$ cat config.mk
export PLATFORM = sky130hd
export DESIGN_NAME = reg_file_sb
export DESIGN_NICKNAME = d
export VERILOG_FILES = /design/src/rtl/reg_file_sb.sv
export SDC_FILE = /design/constraint.sdc
export NUM_CORES = 1
export LEC_CHECK = 0
export CAP_MARGIN = 15
export CORE_UTILIZATION = 60
export DETAILED_ROUTE_END_ITERATION = 8
export DONT_BUFFER_PORTS = 1
export GPL_ROUTABILITY_DRIVEN = 0
export PLACE_DENSITY = 0.84
export SLEW_MARGIN = 0
export SYNTH_ARGS = -nofsm -noshare
export SYNTH_HDL_FRONTEND = slang
export SYNTH_SLANG_ARGS = --single-unit
$ cat constraint.sdc
create_clock -name clk -period 7.7 [get_ports clk]
set_clock_uncertainty 0.15 [all_clocks]
set_input_delay 1.54 -clock clk [delete_from_list [all_inputs] [get_ports clk]]
set_output_delay 1.54 -clock clk [all_outputs]
set_load 0.02 [all_outputs]
$ cat src/rtl/reg_file_sb.sv
// Register file with two prioritised write ports, optional zero register and bypass,
// an auxiliary register, and a per-register pending scoreboard for multi-cycle producers.
`timescale 1ns/1ps
module reg_file_sb #(
  parameter int W        = 8,
  parameter int D        = 4,
  parameter int ZERO_REG = 1,
  parameter int BYPASS   = 1
) (
  input  logic              clk,
  input  logic              reset,
  input  logic              we_a,
  input  logic [D-1:0]      waddr_a,
  input  logic [W-1:0]      wdata_a,
  input  logic              we_b,
  input  logic [D-1:0]      waddr_b,
  input  logic [W-1:0]      wdata_b,
  input  logic [D-1:0]      raddrA,
  input  logic [D-1:0]      raddrB,
  output logic [W-1:0]      data_outA,
  output logic [W-1:0]      data_outB,
  output logic              validA,
  output logic              validB,
  input  logic              rsv_en,
  input  logic [D-1:0]      rsv_addr,
  input  logic              aux_we,
  input  logic [W-1:0]      aux_in,
  output logic [W-1:0]      aux_out,
  output logic [2**D-1:0]   pending
);

  localparam int NREG = 2**D;

  logic [W-1:0]    mem_q [NREG];
  logic [W-1:0]    mem_d [NREG];
  logic [NREG-1:0] pend_q;
  logic [NREG-1:0] pend_d;
  logic [W-1:0]    aux_q;
  logic [W-1:0]    aux_d;

  // Port B is applied first so port A overwrites it on an address collision.
  always_comb begin
    mem_d = mem_q;
    if (we_b) mem_d[waddr_b] = wdata_b;
    if (we_a) mem_d[waddr_a] = wdata_a;
    if (ZERO_REG != 0) mem_d[0] = '0;
  end

  // Writes retire a reservation; a same-cycle reserve is applied last so it wins.
  always_comb begin
    pend_d = pend_q;
    if (we_b) pend_d[waddr_b] = 1'b0;
    if (we_a) pend_d[waddr_a] = 1'b0;
    if (rsv_en) pend_d[rsv_addr] = 1'b1;
    if (ZERO_REG != 0) pend_d[0] = 1'b0;
  end

  always_comb begin
    aux_d = aux_q;
    if (aux_we) aux_d = aux_in;
  end

  always_ff @(posedge clk) begin
    if (reset) begin
      for (int i = 0; i < NREG; i++) mem_q[i] <= '0;
      pend_q <= '0;
      aux_q  <= '0;
    end else begin
      mem_q  <= mem_d;
      pend_q <= pend_d;
      aux_q  <= aux_d;
    end
  end

  always_comb begin
    data_outA = mem_q[raddrA];
    validA    = ~pend_q[raddrA];
    if (BYPASS != 0) begin
      if (we_a && (waddr_a == raddrA)) begin
        data_outA = wdata_a;
        validA    = 1'b1;
      end else if (we_b && (waddr_b == raddrA)) begin
        data_outA = wdata_b;
        validA    = 1'b1;
      end
    end
    if ((ZERO_REG != 0) && (raddrA == '0)) begin
      data_outA = '0;
      validA    = 1'b1;
    end
  end

  always_comb begin
    data_outB = mem_q[raddrB];
    validB    = ~pend_q[raddrB];
    if (BYPASS != 0) begin
      if (we_a && (waddr_a == raddrB)) begin
        data_outB = wdata_a;
        validB    = 1'b1;
      end else if (we_b && (waddr_b == raddrB)) begin
        data_outB = wdata_b;
        validB    = 1'b1;
      end
    end
    if ((ZERO_REG != 0) && (raddrB == '0)) begin
      data_outB = '0;
      validB    = 1'b1;
    end
  end

  assign aux_out = aux_q;
  assign pending = pend_q;

endmodule

==> After elaboration in Yosys (flattened, before gate mapping) <==
Index checks and enable logic that the tools add are counted.
{ "word_totals": {"register_bits": 152, "input_bits": 50, "output_inout_bits": 42, "elab_cells": 98} }
{ "op_classes": {"order_cmp": 14, "eq_ne": 4, "mux": 39, "bitwise_logic": 11, "n_reduce_logical": 11} }
{ "op_table": {"columns": ["op", "n"], "rows": [
  ["bitwise mux 128 bit", 2],
  ["2-to-1 mux 128 bit", 1],
  ["2-to-1 mux 120 bit", 1],
  ["2-to-1 mux 8 bit", 12],
  ["binary-select mux 8 bit (select 4 bit)", 2],
  ["demux 8 bit (select 4 bit)", 2],
  ["2-to-1 mux 16 bit", 3],
  ["AND 16 bit", 2],
  ["inverter 16 bit", 2],
  ["< comparator 4 x 5 -> 1 bit, second input constant", 5],
  [">= comparator 5 bit, second input constant", 4],
  ["inverter 4 -> 5 bit", 4],
  ["== test 4 bit", 4],
  ["OR 16 bit", 1],
  ["demux 1 bit (select 4 bit)", 3],
  [">= comparator 4 x 1 -> 1 bit, second input constant", 3],
  ["2-to-1 mux 1 bit", 11],
  ["< comparator 5 x 1 -> 1 bit, second input constant", 2],
  ["logical AND 1 bit", 9],
  ["binary-select mux 1 bit (select 4 bit)", 2],
  ["zero test 4 bit", 2],
  ["inverter 1 bit", 2]
]} }

==> Longest topological paths before layout <==
Gate-level depths: netlist of run 1.
{ "depth": {"word_depth": 11, "mapped_depth": 8} }

==> Worst setup path after synthesis of run 1 <==
Ideal clock, no wire load.
{ "synth_timing": {"kind": "input to output", "startpoint": "input waddr_b[1]", "endpoint": "output data_outB[0]", "t_arrival_ns": 3.117, "required_ns": 6.010, "setup_slack_ns": 2.893, "path_stages": 7, "path_buffers": 2, "path_cell_list": "buf_2 -> xor2_1 -> nor3_4 -> and3b_1 -> buf_2 -> mux2i_1 -> o31ai_1"} }
{ "synth_via": {"elab_chain_len": 5} }
{ "synth_lines": {"columns": ["item", "line", "source"], "rows": [
  ["start, declared", "16", "input logic [D-1:0] waddr_b,"],
  ["== test 4 bit", "100", "end else if (we_b && (waddr_b == raddrB)) begin"],
  ["logical AND 1 bit", "100", null],
  ["2-to-1 mux 8 bit", "100", null],
  ["2-to-1 mux 8 bit", "97", "if (we_a && (waddr_a == raddrB)) begin"],
  ["2-to-1 mux 8 bit", "105", "if ((ZERO_REG != 0) && (raddrB == '0)) begin"],
  ["end, declared", "21", "output logic [W-1:0] data_outB,"]
]} }
Every way passes these cells.

==> Worst setup path after layout of run 1 <==
{ "layout_timing": {"startpoint": "input raddrB[1]", "endpoint": "output data_outB[0]"} }
{ "layout_via": {"elab_chain_len": 7, "word_cells_on_any_way": 12, "cone_classes": "2 x eq/ne; 6 x mux; 1 x bitwise; 3 x reduce/logical"} }
{ "layout_lines": {"columns": ["item", "line", "source"], "rows": [
  ["start, declared", "19", "input logic [D-1:0] raddrB,"],
  ["inverter 4 -> 5 bit (not written as such)", "94", "data_outB = mem_q[raddrB];"],
  ["binary-select mux 8 bit (select 4 bit)", "94", null],
  ["2-to-1 mux 8 bit (not written as such) (2 in a row)", "94", null],
  ["2-to-1 mux 8 bit", "100", null],
  ["2-to-1 mux 8 bit", "97", null],
  ["2-to-1 mux 8 bit (*)", "105", null]
]} }
Mark *: on every way between the ends. The rest lies on a longest branch, timed or not. The select of a mux whose other input is x is not followed.

==> results of run 1 <==
-- where the power goes --
part / switching, uW / total (uW) / internal [uW]
Combinational: 90.7 / 177 / 86.0
Sequential: 24.9 / 789 / 765
Clock: 337 / 778 / 441
Total: 452 / 1740 / 1290
-- cells in the mapped netlist, types with 2 or more instances --
library cell  count  share of area
nand2b_1          4         0.0027
mux4_1            5          0.014
or3_1             3         0.0020
nor2_4            8         0.0096
o211ai_1          7         0.0056
buf_1             5         0.0020
a211oi_1        120          0.096
a22oi_1          15          0.012
a22o_1            2         0.0019
buf_2            23          0.012
buf_6             7         0.0084
a32oi_1           8         0.0075
a21oi_1          14         0.0075
a221oi_1         12          0.011
nor3b_1          10         0.0080
a221oi_2          3         0.0048
mux4_2           51           0.12
nand3_1          11         0.0059
mux2i_1         132           0.14
nand3b_1          7         0.0056
xor2_1           13          0.012
buf_4             3         0.0024
inv_1             4         0.0016
dfxtp_1         143           0.31
clkbuf_1         74          0.030
xnor2_1           3         0.0028
nand2_1          35          0.014
a221o_1          11          0.012
and3_1            4         0.0027
o31ai_1          13          0.010
buf_8             2         0.0032
mux2_2           14          0.017
nor2_1          146          0.059
nor3_1            5         0.0027
and2_1            9         0.0060
mux2_4            3         0.0048
nor4_4            2         0.0046
nor2b_1          24          0.016
-- stage by stage --
step	setup slack [ns]	power (uW)	util
after detailed placement	2.682	976.5	0.5941
after global placement	2.701	971.4	0.5941
after floorplan	2.893	1000	-
after global routing	2.468	1794	0.6295
final	2.499	1744	0.6295
after CTS	2.676	1739	0.6295
-- layer usage --
metal  part of all wire  wire [microns]
met3               0.14            3887
met4              0.038            1058
met5                  0               0
met1               0.38           10560
met2               0.45           12500
-- logic make-up (layout without fill, tap and decap cells) --
logic type,after synthesis,after routing
other,1,1
AO/OA/AOI/OAI,206,206
multiplexers,205,205
AND/OR/NAND/NOR,276,276
XOR/XNOR,16,16
buffers and inverters,119,34
flip-flops,143,143
-- final cells by class --
class,instances,area [sq um],share of cell area
sequential,143,2863,0.2991
tap,188,235.2,0.02458
clock inverter,12,110.1,0.01150
multi-input combinational,704,5918,0.6184
inverter,4,15.01,0.001569
clock buffer,18,429.2,0.04484
-- state kept, by name, summed over array words and instances, names as in the netlist --
signal,flops
pending,15
mem_q,120
aux_out,8
-- worst paths after layout --
path	to	slack (ns)	depth (start not counted)
max reg2reg	pending[3]	6.63	2
max	data_outB[0]	2.50	5
min reg2reg	mem_q[1]	0.42	2
min	mem_q[1]	0.42	2
-- worst reg2reg max path, stage by stage (launching register included) --
cell,delay [ns]
dfxtp_1,0.51
nand3b_1,0.16
a21oi_1,0.18
==> flow_summary.toml, run 1 <==
[run_status]
status = "completed"

[grt]
met2_usage = 0.5379
grt_pass1_vias = 7704
grt_overflow = 0
met3_usage = 0.1278
grt_pass1_wl_microns = 43560
grt_use_met1 = 0.4582
busiest_layer = "met2"
grt_usage = 0.3563
grt_start_max_net_pins = 144
antenna_found_initial = 0

[setup_path]
critPathArrivalTime_ns = 3.51
cp_slowest_cell = "o31ai_1"
crit_chain = "nor2b_1 > a221oi_1 > o31ai_1 > mux2i_1 > o31ai_1"
crit_type = "in -> out"
cp_slowest_stage_delay_ns = 0.81
timing.rr.start = "pending[3]"
cp.buffers_inverters = 0
cp.required_ns = 6.01
path_common_cell = "o31ai_1"
critPathTopFamily = "compound AO/OA/AOI/OAI gates"
path_max_fanout = 40
critPathLaunch = "raddrB[1]"
critical_path.endpoint_type = "output pin"
critPathLaunchType = "input pin"

[placed_design]
dp_hpwl_microns = 18230
placed_cell_area_sq_mm = 0.009031
placedCellCount = 1039
portBuffers = 0

[pwr]
powerDensity_mw_per_mm2 = 182.2
leakagePower_uw = 0.003331
vdd_ir_drop_max_uv = 168.6

[synthesis]
synth_top_family_by_area = "multiplexers"
syn_area_sq_mm = 0.009344
avgSynthCellArea_sq_um = 9.673
ys_seq_area_frac = 0.3064
synth_cell_types = 49
synth_top_flop_cell = "dfxtp_1"
syn_inst = 966
ys_ff_latch = 143
synth_fa_ha_area_frac = 0
synth_xor_area_frac = 0.01500
postSynthNetCount = 1016
yosys.area_share.simple = 0.1481
async_flop_share = 0
synth_compound_area_frac = 0.1698
synth_mux_area_frac = 0.3001
ys_warn_count = 0
synth_edf_count = 0

[timing]
hold_slack_ns = 0.4211
worst_pin_slew_ns = 1.123
finalHoldViolCount = 0
final_max_slew_viol_count = 0
maxSlewHeadroom = 0.2497
grt_setup_unrepaired = "false"
clock.fmax_mhz = 192.3
setup_violations = 0
setup-tns-final_ns = 0
layout_worst_path_cycle_share = 0.6754
finalCriticalPeriod_ns = 5.201

[worst_hold_path]
holdCritPathClass = "reg -> reg"
holdCritStartpoint = "mem_q[1]"

[drt]
dr_total_vias = 7993
antenna_left = 0
drc = 0
viasPerCell = 7.477
routed_wl_microns = 28000
post_drt_wl_per_cell_microns = 26.19
drtIter0Drc = 1291
drt_first_pass_iters = 5

[clock_tree]
cts_tree = "yes"
cts.clk_slew.worst_paths_ns = 0.06
hold_buffers = 0
cts-root-buf = "clkbuf_16"
cts_buffers = 17
cts_setup_buffers = 0
insertion_delay_ns = 0.44
h-tree-depth = 4
clock_path_buffers = 2
cts_sinks = 143
cts.repair.resized = 0

[cells_and_area]
drive_gt1_frac = 0.1305
n_antenna_cell = 0
stdcell_count = 1069
finalInstanceArea_sq_mm = 0.009570
final_common_cell = "nor2_1"
nNetsFinal = 920
synthToLayoutAreaGrowth_pct = 2.424
layout_common_cells = "nor2_1, dfxtp_1, mux2i_1, a211oi_1, mux4_2"
nFillCells = 1204

[die]
io_pins = 92
die_h_microns = 126.8
core-area_sq_mm = 0.01520
row_count = 45
die_w_microns = 126.8
initial_core_util = 0.6147
dieArea_sq_mm = 0.01608

[run]
maxCapViolations = 0
Power figures use the tool's default switching activity.
==> inputs of run 2 (changes only) <==
==> constraint.sdc (replaced) <==
create_clock -name clk -period 5.37 [get_ports clk]
set_clock_uncertainty 0.15 [all_clocks]
set_input_delay 1.074 -clock clk [delete_from_list [all_inputs] [get_ports clk]]
set_output_delay 1.074 -clock clk [all_outputs]
set_load 0.02 [all_outputs]
==> run 2 against run 1 <==
Net effect: critical path depth stayed put; combinational power is 45% higher; global-route usage is 0.56 points higher; design area is 0.86% higher; first-iteration DRC count is 12% lower; cell count is 0.37% higher.
==> flow_summary.toml, run 2 (synthesized netlist as in run 1, its figures left out) <==
[run_status]
status = "completed"

[setup_path]
cp_slowest_stage_delay_ns = 0.80
crit_chain = "xor2_1 > nor3_4 > and3b_1 > mux2i_1 > o31ai_1"
crit_type = "in -> out"
path_max_fanout = 40
critPathArrivalTime_ns = 3.03
critPathLaunchType = "input pin"
cp.required_ns = 4.15
cp_slowest_cell = "o31ai_1"
critical_path.endpoint_type = "output pin"

[grt]
grt_usage = 0.3620
grt_overflow = 0
antenna_found_initial = 0
grt_start_max_net_pins = 144
grt_pass1_wl_microns = 44310
grt_pass1_vias = 7833

[timing]
setup_violations = 0
finalCriticalPeriod_ns = 4.258
clock.fmax_mhz = 234.9
fin_ws_ns = 1.112
maxSlewHeadroom = 0.2637
finalHoldViolCount = 0
grt_setup_unrepaired = "false"
layout_worst_path_cycle_share = 0.7929
worst_pin_slew_ns = 1.102
final_max_slew_viol_count = 0
setup-tns-final_ns = 0

[run]
maxCapViolations = 0

[drt]
drc = 0
post_drt_wl_per_cell_microns = 26.44
drt_first_pass_iters = 5
viasPerCell = 7.568
dr_total_vias = 8121
routed_wl_microns = 28370
antenna_left = 0
drtIter0Drc = 1131

[die]
dieArea_sq_mm = 0.01608
row_count = 45
initial_core_util = 0.6147
die_h_microns = 126.8
io_pins = 92
die_w_microns = 126.8
core-area_sq_mm = 0.01520

[pwr]
vdd_ir_drop_max_uv = 328.3
powerDensity_mw_per_mm2 = 270.5
leakagePower_uw = 0.003387

[clock_tree]
insertion_delay_ns = 0.44
cts_sinks = 143
cts_setup_buffers = 0
cts-root-buf = "clkbuf_16"
cts.clk_slew.worst_paths_ns = 0.07
hold_buffers = 0
cts.repair.resized = 0
h-tree-depth = 4
cts_buffers = 17
clock_path_buffers = 2
cts_tree = "yes"

[cells_and_area]
top_register = "mem_q"
nNetsFinal = 922
largest_register_ffs = 120
layout_common_cells = "nor2_1, dfxtp_1, mux2i_1, a211oi_1, mux4_2"
synthToLayoutAreaGrowth_pct = 3.307
final_common_cell = "nor2_1"
n_antenna_cell = 0
drive_gt1_frac = 0.1356

[worst_hold_path]
holdCritPathClass = "reg -> reg"

[placed_design]
dp_hpwl_microns = 18220
portBuffers = 0
dp_worst_setup_slack_ns = 1.229
[run 2: area by class of cell]
cell class                 instances  area [sq um]
multi-input combinational        704          5918
fill                            1166          5549
sequential                       143          2863
clock buffer                      19         452.9
tap                              188         235.2
clock inverter                    13         153.9
timing repair buffer               2         15.01
inverter                           4         15.01
[run 2: path summary, 6_finish.rpt]
kind              start           end  slack [ns]  cells after the start
min reg2reg   mem_q[18]     mem_q[18]        0.42                      2
max reg2reg  pending[3]    pending[3]        4.30                      2
max           raddrB[0]  data_outB[0]        1.11                      5
min           mem_q[18]     mem_q[18]        0.42                      2
[run 2: routing by layer]
layer | vias up | share of wire | track usage
li1 | 3457 | - | -
met3 | 103 | 0.14 | 0.1278
met2 | 647 | 0.45 | 0.5609
met5 | - | 0 | 0
met1 | 3914 | 0.38 | 0.4640
met4 | 0 | 0.039 | 0.1401
[run 2: where the power goes]
part | leakage (uW) | switching (uW) | internal [uW]
combinational | 0.00192 | 132 | 124
sequential | 0.00116 | 35.6 | 1100
clock | 0.000302 | 504 | 719
total | 0.00339 | 671 | 1940
[run 2: metrics by stage]
stage | utilization | instances | total power, uW | hold slack (ns) | cell area, sq um
2_1_floorplan | - | 966 | 1435 | 0.3791 | 9344
3_3_place_gp | 0.5951 | 1041 | 1394 | 0.3902 | 9046
3_5_place_dp | 0.5951 | 1041 | 1402 | 0.3966 | 9046
4_1_cts | 0.6350 | 1073 | 2610 | 0.4097 | 9653
5_1_grt | 0.6350 | 1073 | 2673 | 0.4307 | 9653
6_report | 0.6350 | 1073 | 2611 | 0.4178 | 9653
[run 2: critical path, delay by kind of cell]
kind            cells  cell delay, ns
xor+xnor            1            0.18
mux                 1            0.13
simple gates        2            0.81
compound gates      1            0.80
